`config.mk`:
```
export PLATFORM = sky130hd
export DESIGN_NAME = gray2rgb_stream_tx_flat
export DESIGN_NICKNAME = d
export VERILOG_FILES = /design/src/rtl/gray2rgb_stream_tx_if.sv /design/src/rtl/gray2rgb_stream_tx.sv /design/src/flat_wrapper.sv
export SDC_FILE = /design/constraint.sdc
export NUM_CORES = 1
export LEC_CHECK = 0
export BUFFER_PORTS_ARGS = -buffer_cell sky130_fd_sc_hd__buf_2
export CAP_MARGIN = 20
export CELL_PAD_IN_SITES_DETAIL_PLACEMENT = 1
export CELL_PAD_IN_SITES_GLOBAL_PLACEMENT = 1
export CORE_ASPECT_RATIO = 0.7
export CORE_MARGIN = 4
export CORE_UTILIZATION = 43
export CTS_CLUSTER_DIAMETER = 60
export DETAILED_ROUTE_END_ITERATION = 12
export GPL_TIMING_DRIVEN = 0
export PLACE_DENSITY_LB_ADDON = 0.1
export SYNTH_ARGS = -nofsm -noshare
export SYNTH_HDL_FRONTEND = slang
export SYNTH_SLANG_ARGS = --single-unit
```
`constraint.sdc`:
```
create_clock -name clk_i -period 3.16 [get_ports clk_i]
set_input_delay 0.948 -clock clk_i [delete_from_list [all_inputs] [get_ports clk_i]]
set_output_delay 0.948 -clock clk_i [all_outputs]
set_load 0.005 [all_outputs]
```
`src/rtl/gray2rgb_stream_tx_if.sv`:
```
// Handshake bundle for gray2rgb_stream_tx: gray pixel input, pixel-transform
// controls, and the Avalon-ST RGB byte source with frame strobe.
interface gray2rgb_stream_tx_if;
    logic [7:0] GrayData_i;
    logic       GrayValid_i;
    logic       GrayReady_o;
    logic       BinaryMode_i;
    logic [7:0] Threshold_i;
    logic [7:0] RgbData_o;
    logic       RgbValid_o;
    logic       RgbReady_i;
    logic       RgbSop_o;
    logic       RgbEop_o;
    logic       FrameDone_o;

    modport master (
        output GrayData_i, GrayValid_i, BinaryMode_i, Threshold_i, RgbReady_i,
        input  GrayReady_o, RgbData_o, RgbValid_o, RgbSop_o, RgbEop_o, FrameDone_o
    );

    modport slave (
        input  GrayData_i, GrayValid_i, BinaryMode_i, Threshold_i, RgbReady_i,
        output GrayReady_o, RgbData_o, RgbValid_o, RgbSop_o, RgbEop_o, FrameDone_o
    );
endinterface

```
`src/rtl/gray2rgb_stream_tx.sv`:
```
// Gray-to-RGB stream transmitter: each accepted gray pixel (optionally
// thresholded) is replicated into R, G, B byte beats framed per image.
module gray2rgb_stream_tx #(
    parameter int IMG_WIDTH  = 64,
    parameter int IMG_HEIGHT = 64
) (
    input  logic                 clk_i,
    input  logic                 rst_i,
    gray2rgb_stream_tx_if.slave  bus
);
    localparam int unsigned FRAME_PIX = IMG_WIDTH * IMG_HEIGHT;
    localparam int unsigned PIX_W     = (FRAME_PIX > 1) ? $clog2(FRAME_PIX) : 1;
    localparam logic [PIX_W-1:0] LAST_PIX = PIX_W'(FRAME_PIX - 1);

    typedef enum logic {IDLE, EMIT} state_t;

    state_t           state, stateNext;
    logic [1:0]       beat, beatNext;
    logic [7:0]       held, heldNext;
    logic [PIX_W-1:0] pixel, pixelNext;
    logic             frameDone, frameDoneNext;
    logic             lastBeat, beatAcc, grayReady, grayAcc;

    always_ff @(posedge clk_i or negedge rst_i) begin
        if (!rst_i) begin
            state     <= IDLE;
            beat      <= '0;
            held      <= '0;
            pixel     <= '0;
            frameDone <= 1'b0;
        end else begin
            state     <= stateNext;
            beat      <= beatNext;
            held      <= heldNext;
            pixel     <= pixelNext;
            frameDone <= frameDoneNext;
        end
    end

    always_comb begin
        lastBeat  = (beat == 2'd2);
        beatAcc   = (state == EMIT) & bus.RgbReady_i;
        // Reload on the B beat's accept keeps the output stream bubble-free.
        grayReady = rst_i & ((state == IDLE) | (lastBeat & bus.RgbReady_i));
        grayAcc   = bus.GrayValid_i & grayReady;

        stateNext     = state;
        beatNext      = beat;
        heldNext      = held;
        pixelNext     = pixel;
        frameDoneNext = 1'b0;

        if (beatAcc) begin
            if (lastBeat) begin
                stateNext     = IDLE;
                beatNext      = '0;
                pixelNext     = (pixel == LAST_PIX) ? '0 : pixel + PIX_W'(1);
                frameDoneNext = (pixel == LAST_PIX);
            end else begin
                beatNext = beat + 2'd1;
            end
        end

        if (grayAcc) begin
            stateNext = EMIT;
            beatNext  = '0;
            if (bus.BinaryMode_i)
                heldNext = (bus.GrayData_i >= bus.Threshold_i) ? '1 : '0;
            else
                heldNext = bus.GrayData_i;
        end
    end

    assign bus.GrayReady_o = grayReady;
    assign bus.RgbValid_o  = (state == EMIT);
    assign bus.RgbData_o   = (state == EMIT) ? held : '0;
    assign bus.RgbSop_o    = (state == EMIT) & (beat == 2'd0) & (pixel == '0);
    assign bus.RgbEop_o    = (state == EMIT) & lastBeat & (pixel == LAST_PIX);
    assign bus.FrameDone_o = frameDone;
endmodule

```
`src/flat_wrapper.sv`:
```
// flat-port wrapper written by rule: the top's interface ports become plain ports
module gray2rgb_stream_tx_flat 
#(
    parameter int IMG_WIDTH  = 64,
    parameter int IMG_HEIGHT = 64
)
  (clk_i, rst_i, bus_GrayData_i, bus_GrayValid_i, bus_BinaryMode_i, bus_Threshold_i, bus_RgbReady_i, bus_GrayReady_o, bus_RgbData_o, bus_RgbValid_o, bus_RgbSop_o, bus_RgbEop_o, bus_FrameDone_o);
  gray2rgb_stream_tx_if bus_i ();
  input  logic clk_i;
  input  logic rst_i;
  input wire logic [$bits(bus_i.GrayData_i)-1:0] bus_GrayData_i;
  input wire logic [$bits(bus_i.GrayValid_i)-1:0] bus_GrayValid_i;
  input wire logic [$bits(bus_i.BinaryMode_i)-1:0] bus_BinaryMode_i;
  input wire logic [$bits(bus_i.Threshold_i)-1:0] bus_Threshold_i;
  input wire logic [$bits(bus_i.RgbReady_i)-1:0] bus_RgbReady_i;
  output wire logic [$bits(bus_i.GrayReady_o)-1:0] bus_GrayReady_o;
  output wire logic [$bits(bus_i.RgbData_o)-1:0] bus_RgbData_o;
  output wire logic [$bits(bus_i.RgbValid_o)-1:0] bus_RgbValid_o;
  output wire logic [$bits(bus_i.RgbSop_o)-1:0] bus_RgbSop_o;
  output wire logic [$bits(bus_i.RgbEop_o)-1:0] bus_RgbEop_o;
  output wire logic [$bits(bus_i.FrameDone_o)-1:0] bus_FrameDone_o;
  assign bus_i.GrayData_i = bus_GrayData_i;
  assign bus_i.GrayValid_i = bus_GrayValid_i;
  assign bus_i.BinaryMode_i = bus_BinaryMode_i;
  assign bus_i.Threshold_i = bus_Threshold_i;
  assign bus_i.RgbReady_i = bus_RgbReady_i;
  assign bus_GrayReady_o = bus_i.GrayReady_o;
  assign bus_RgbData_o = bus_i.RgbData_o;
  assign bus_RgbValid_o = bus_i.RgbValid_o;
  assign bus_RgbSop_o = bus_i.RgbSop_o;
  assign bus_RgbEop_o = bus_i.RgbEop_o;
  assign bus_FrameDone_o = bus_i.FrameDone_o;
  gray2rgb_stream_tx #(.IMG_WIDTH(IMG_WIDTH), .IMG_HEIGHT(IMG_HEIGHT)) u_core (.clk_i(clk_i), .rst_i(rst_i), .bus(bus_i));
endmodule
```
==> run metrics <==
outcome complete, no violations; worst skew pair latency roughly 0.26 ns; CP endpoint kind output port; H-tree depth 1; worst ir drop on vdd 0.371 mV; Worst Skew 0.000858 ns; count of maximum capacitance violations 0; measured slew at the worst slew-check pin around 0.55 ns; dominant synthesized flop cell dfrtp_1; total track usage 0.171; Final min period 2.81 ns; Layout area overhead 18.0%; antenna cells 0; cts hold-fix bufs 0; # port buffers 32; Netlist cell types 34; Residual DRC 0; Avg Inst Size Synth 9.34 um2; critical path class reg -> out; crit-path max FO 7; placed cells 226; CTS resizes 0; post-CTS setup buffer count 0; Slew Limit Fails 0; Final Hold Fails 0; largest net degree at the start of global routing 27; Synth Area in Adders 0.0858; Critical Path RT 2.21 ns; Clock Path Buffers 2; Final Power roughly 0.0012 W; CTS tree done; element type at the critical path start flop; Post-Syn Nets 187; fraction of registers with async set/reset 1.00; final RePlAce weighted congestion 0.823; #FFs+latches synth 24; Post-DRT Antenna Nets 0; Synth Area in Simple Gates 0.315; DR WL/cell around 15 um; largest family of logic cells by synthesized area simple AND/OR/NAND/NOR gates; routed vias 1,240; Hold Crit Class reg -> reg; Die ar. 4400 um2; gr ovfl total 0; number of global-route vias before repair roughly 1,300; CTS sink count 24; Max transition margin 0.635; initial antenna violation count 0; Achievable Freq 0.356 GHz; post-synthesis compound-gate area fraction 0.0901; final setup vio count 0; global-route wire length before repair 6050 um; unrepaired setup endpoints after global routing false; post-synthesis sequential area ratio 0.412; hpwl dp 2820 um; static leakage 0.825 nW; I/O Pins 34; layout cells sized above 1 0.224; routed wire length approximately 3500 um; Fin Setup TNS 0 ns; Initial Util 0.457; height of the die 56.7 um; Final Cycle Share 0.888; Post-Synth XOR/XNOR Area 0.0541; Root Driver clkbuf_8; Worst-path clk slew 0.08 ns; DIE WIDTH 77.6 um; Cell Area, Synth 1460 um2; nets 224; power per cell area 669 nW/um2; vias per std cell 5.39; fill count 377; CP arrival 1.86 ns; EDFF count, synth 0; number of DRC markers in iteration 0 45; FP Rows 17; Final WS setup 0.354 ns; Detailed Routing Iterations Pass 1 4; Non-Filler Instances 230; CTS Buf Count 3; worst slack at placement around 0.46 ns; area of the core 3190 um2; post-synthesis mux area share 0.00687; Synth Instances roughly 160; Ys Warns 0
## final timing paths
kind / start / to / slack [ns] / cells past startpoint
worst max-delay path: u_core.pixel[3]$_DFFE_PN0P_ / bus_RgbEop_o / 0.35 / 4
worst min-delay path: u_core.pixel[8]$_DFFE_PN0P_ / u_core.pixel[8]$_DFFE_PN0P_ / 0.54 / 1
worst max register to register: u_core.pixel[3]$_DFFE_PN0P_ / u_core.pixel[11]$_DFFE_PN0P_ / 1.42 / 4
worst min register to register: u_core.pixel[8]$_DFFE_PN0P_ / u_core.pixel[8]$_DFFE_PN0P_ / 0.54 / 1
max in group asynchronous: rst_i / u_core.pixel[3]$_DFFE_PN0P_ / 2.14 / 1
min in group asynchronous: rst_i / u_core.pixel[0]$_DFFE_PN0P_ / 0.66 / 1
## sequential cells by signal, indices dropped and copies added (netlist names)
register,count
u_core.beat,2
u_core.bus.FrameDone_o,1
u_core.bus.RgbValid_o,1
u_core.held,8
u_core.pixel,12
## power by group
group	leakage, nW	switching (W)	internal (W)	total, W
Clock	0.0288	0.0000936	0.000111	0.000205
Combinational	0.495	0.000219	0.000222	0.000441
Sequential	0.301	0.000102	0.000403	0.000505
Total	0.825	0.000415	0.000737	0.00115
## area by class of cell
| cell class | count | area [um2] | area share |
|---|---|---|---|
| buffer | 3 | 11.3 | 0.00655 |
| timing repair buffer | 32 | 160 | 0.0931 |
| sequential | 24 | 601 | 0.349 |
| inverter | 11 | 41.3 | 0.0240 |
| tap | 38 | 47.5 | 0.0276 |
| multi-input combinational | 118 | 805 | 0.468 |
| clock buffer | 4 | 55.1 | 0.0320 |
## cell families (layout without fill, tap and decap cells)
kind of cell               after synthesis  count (layout)
xor gates and xnor gates                 9               9
AOI/OAI and AO/OA                       21              21
adders and majority gates               10              10
and+or+nand+nor                         77              77
buffers and inverters                   14              50
muxes                                    1               1
DFF                                     24              24
## cells in the mapped netlist, drive strengths merged (3+ instances only)
cell	instances	area share
a21oi	4	0.014
a31oi	8	0.034
and2	9	0.039
clkbuf	3	0.0077
dfrtp	24	0.41
ha	10	0.086
inv	11	0.028
nand2	13	0.033
nand2b	8	0.034
nand3	8	0.027
nor2	21	0.059
nor4	3	0.023
o21ai	5	0.017
xnor2	8	0.048
## through the flow
step / hold WS, ns / instance area, um2 / utilization
6_report: 0.540 / 1720 / 0.539
5_1_grt: 0.564 / 1720 / 0.539
4_1_cts: 0.539 / 1720 / 0.539
3_5_place_dp: 0.507 / 1670 / 0.522
3_3_place_gp: 0.509 / 1670 / 0.522
2_1_floorplan: 0.479 / 1460 / -
## worst max-delay path: stages (launching register included)
cell and delay (ns):
dfrtp_1 0.48, nand4_2 0.22, or4_4 0.63, nor2_1 0.13, buf_2 0.13
## metal layers
layer / routed length, um / part of all wire / vias up / global-route usage
li1: - / - / 616 / -
met1: 1770 / 0.51 / 591 / 0.235
met2: 1540 / 0.44 / 31 / 0.273
met3: 174 / 0.050 / 2 / 0.0497
met4: 9 / 0.0026 / 0 / 0.0228
met5: 0 / 0 / - / 0
## placed cells by master, fill, tap and decap left out, drive strengths merged, types with 7 or more instances in the layout
cell type and n:
a31oi 8, and2 9, buf 32, clkbuf 7, dfrtp 24, ha 10, inv 11, nand2 13
nand2b 8, nand3 8, nor2 21, xnor2 8
No activity file was read; power rests on OpenSTA's default activity.
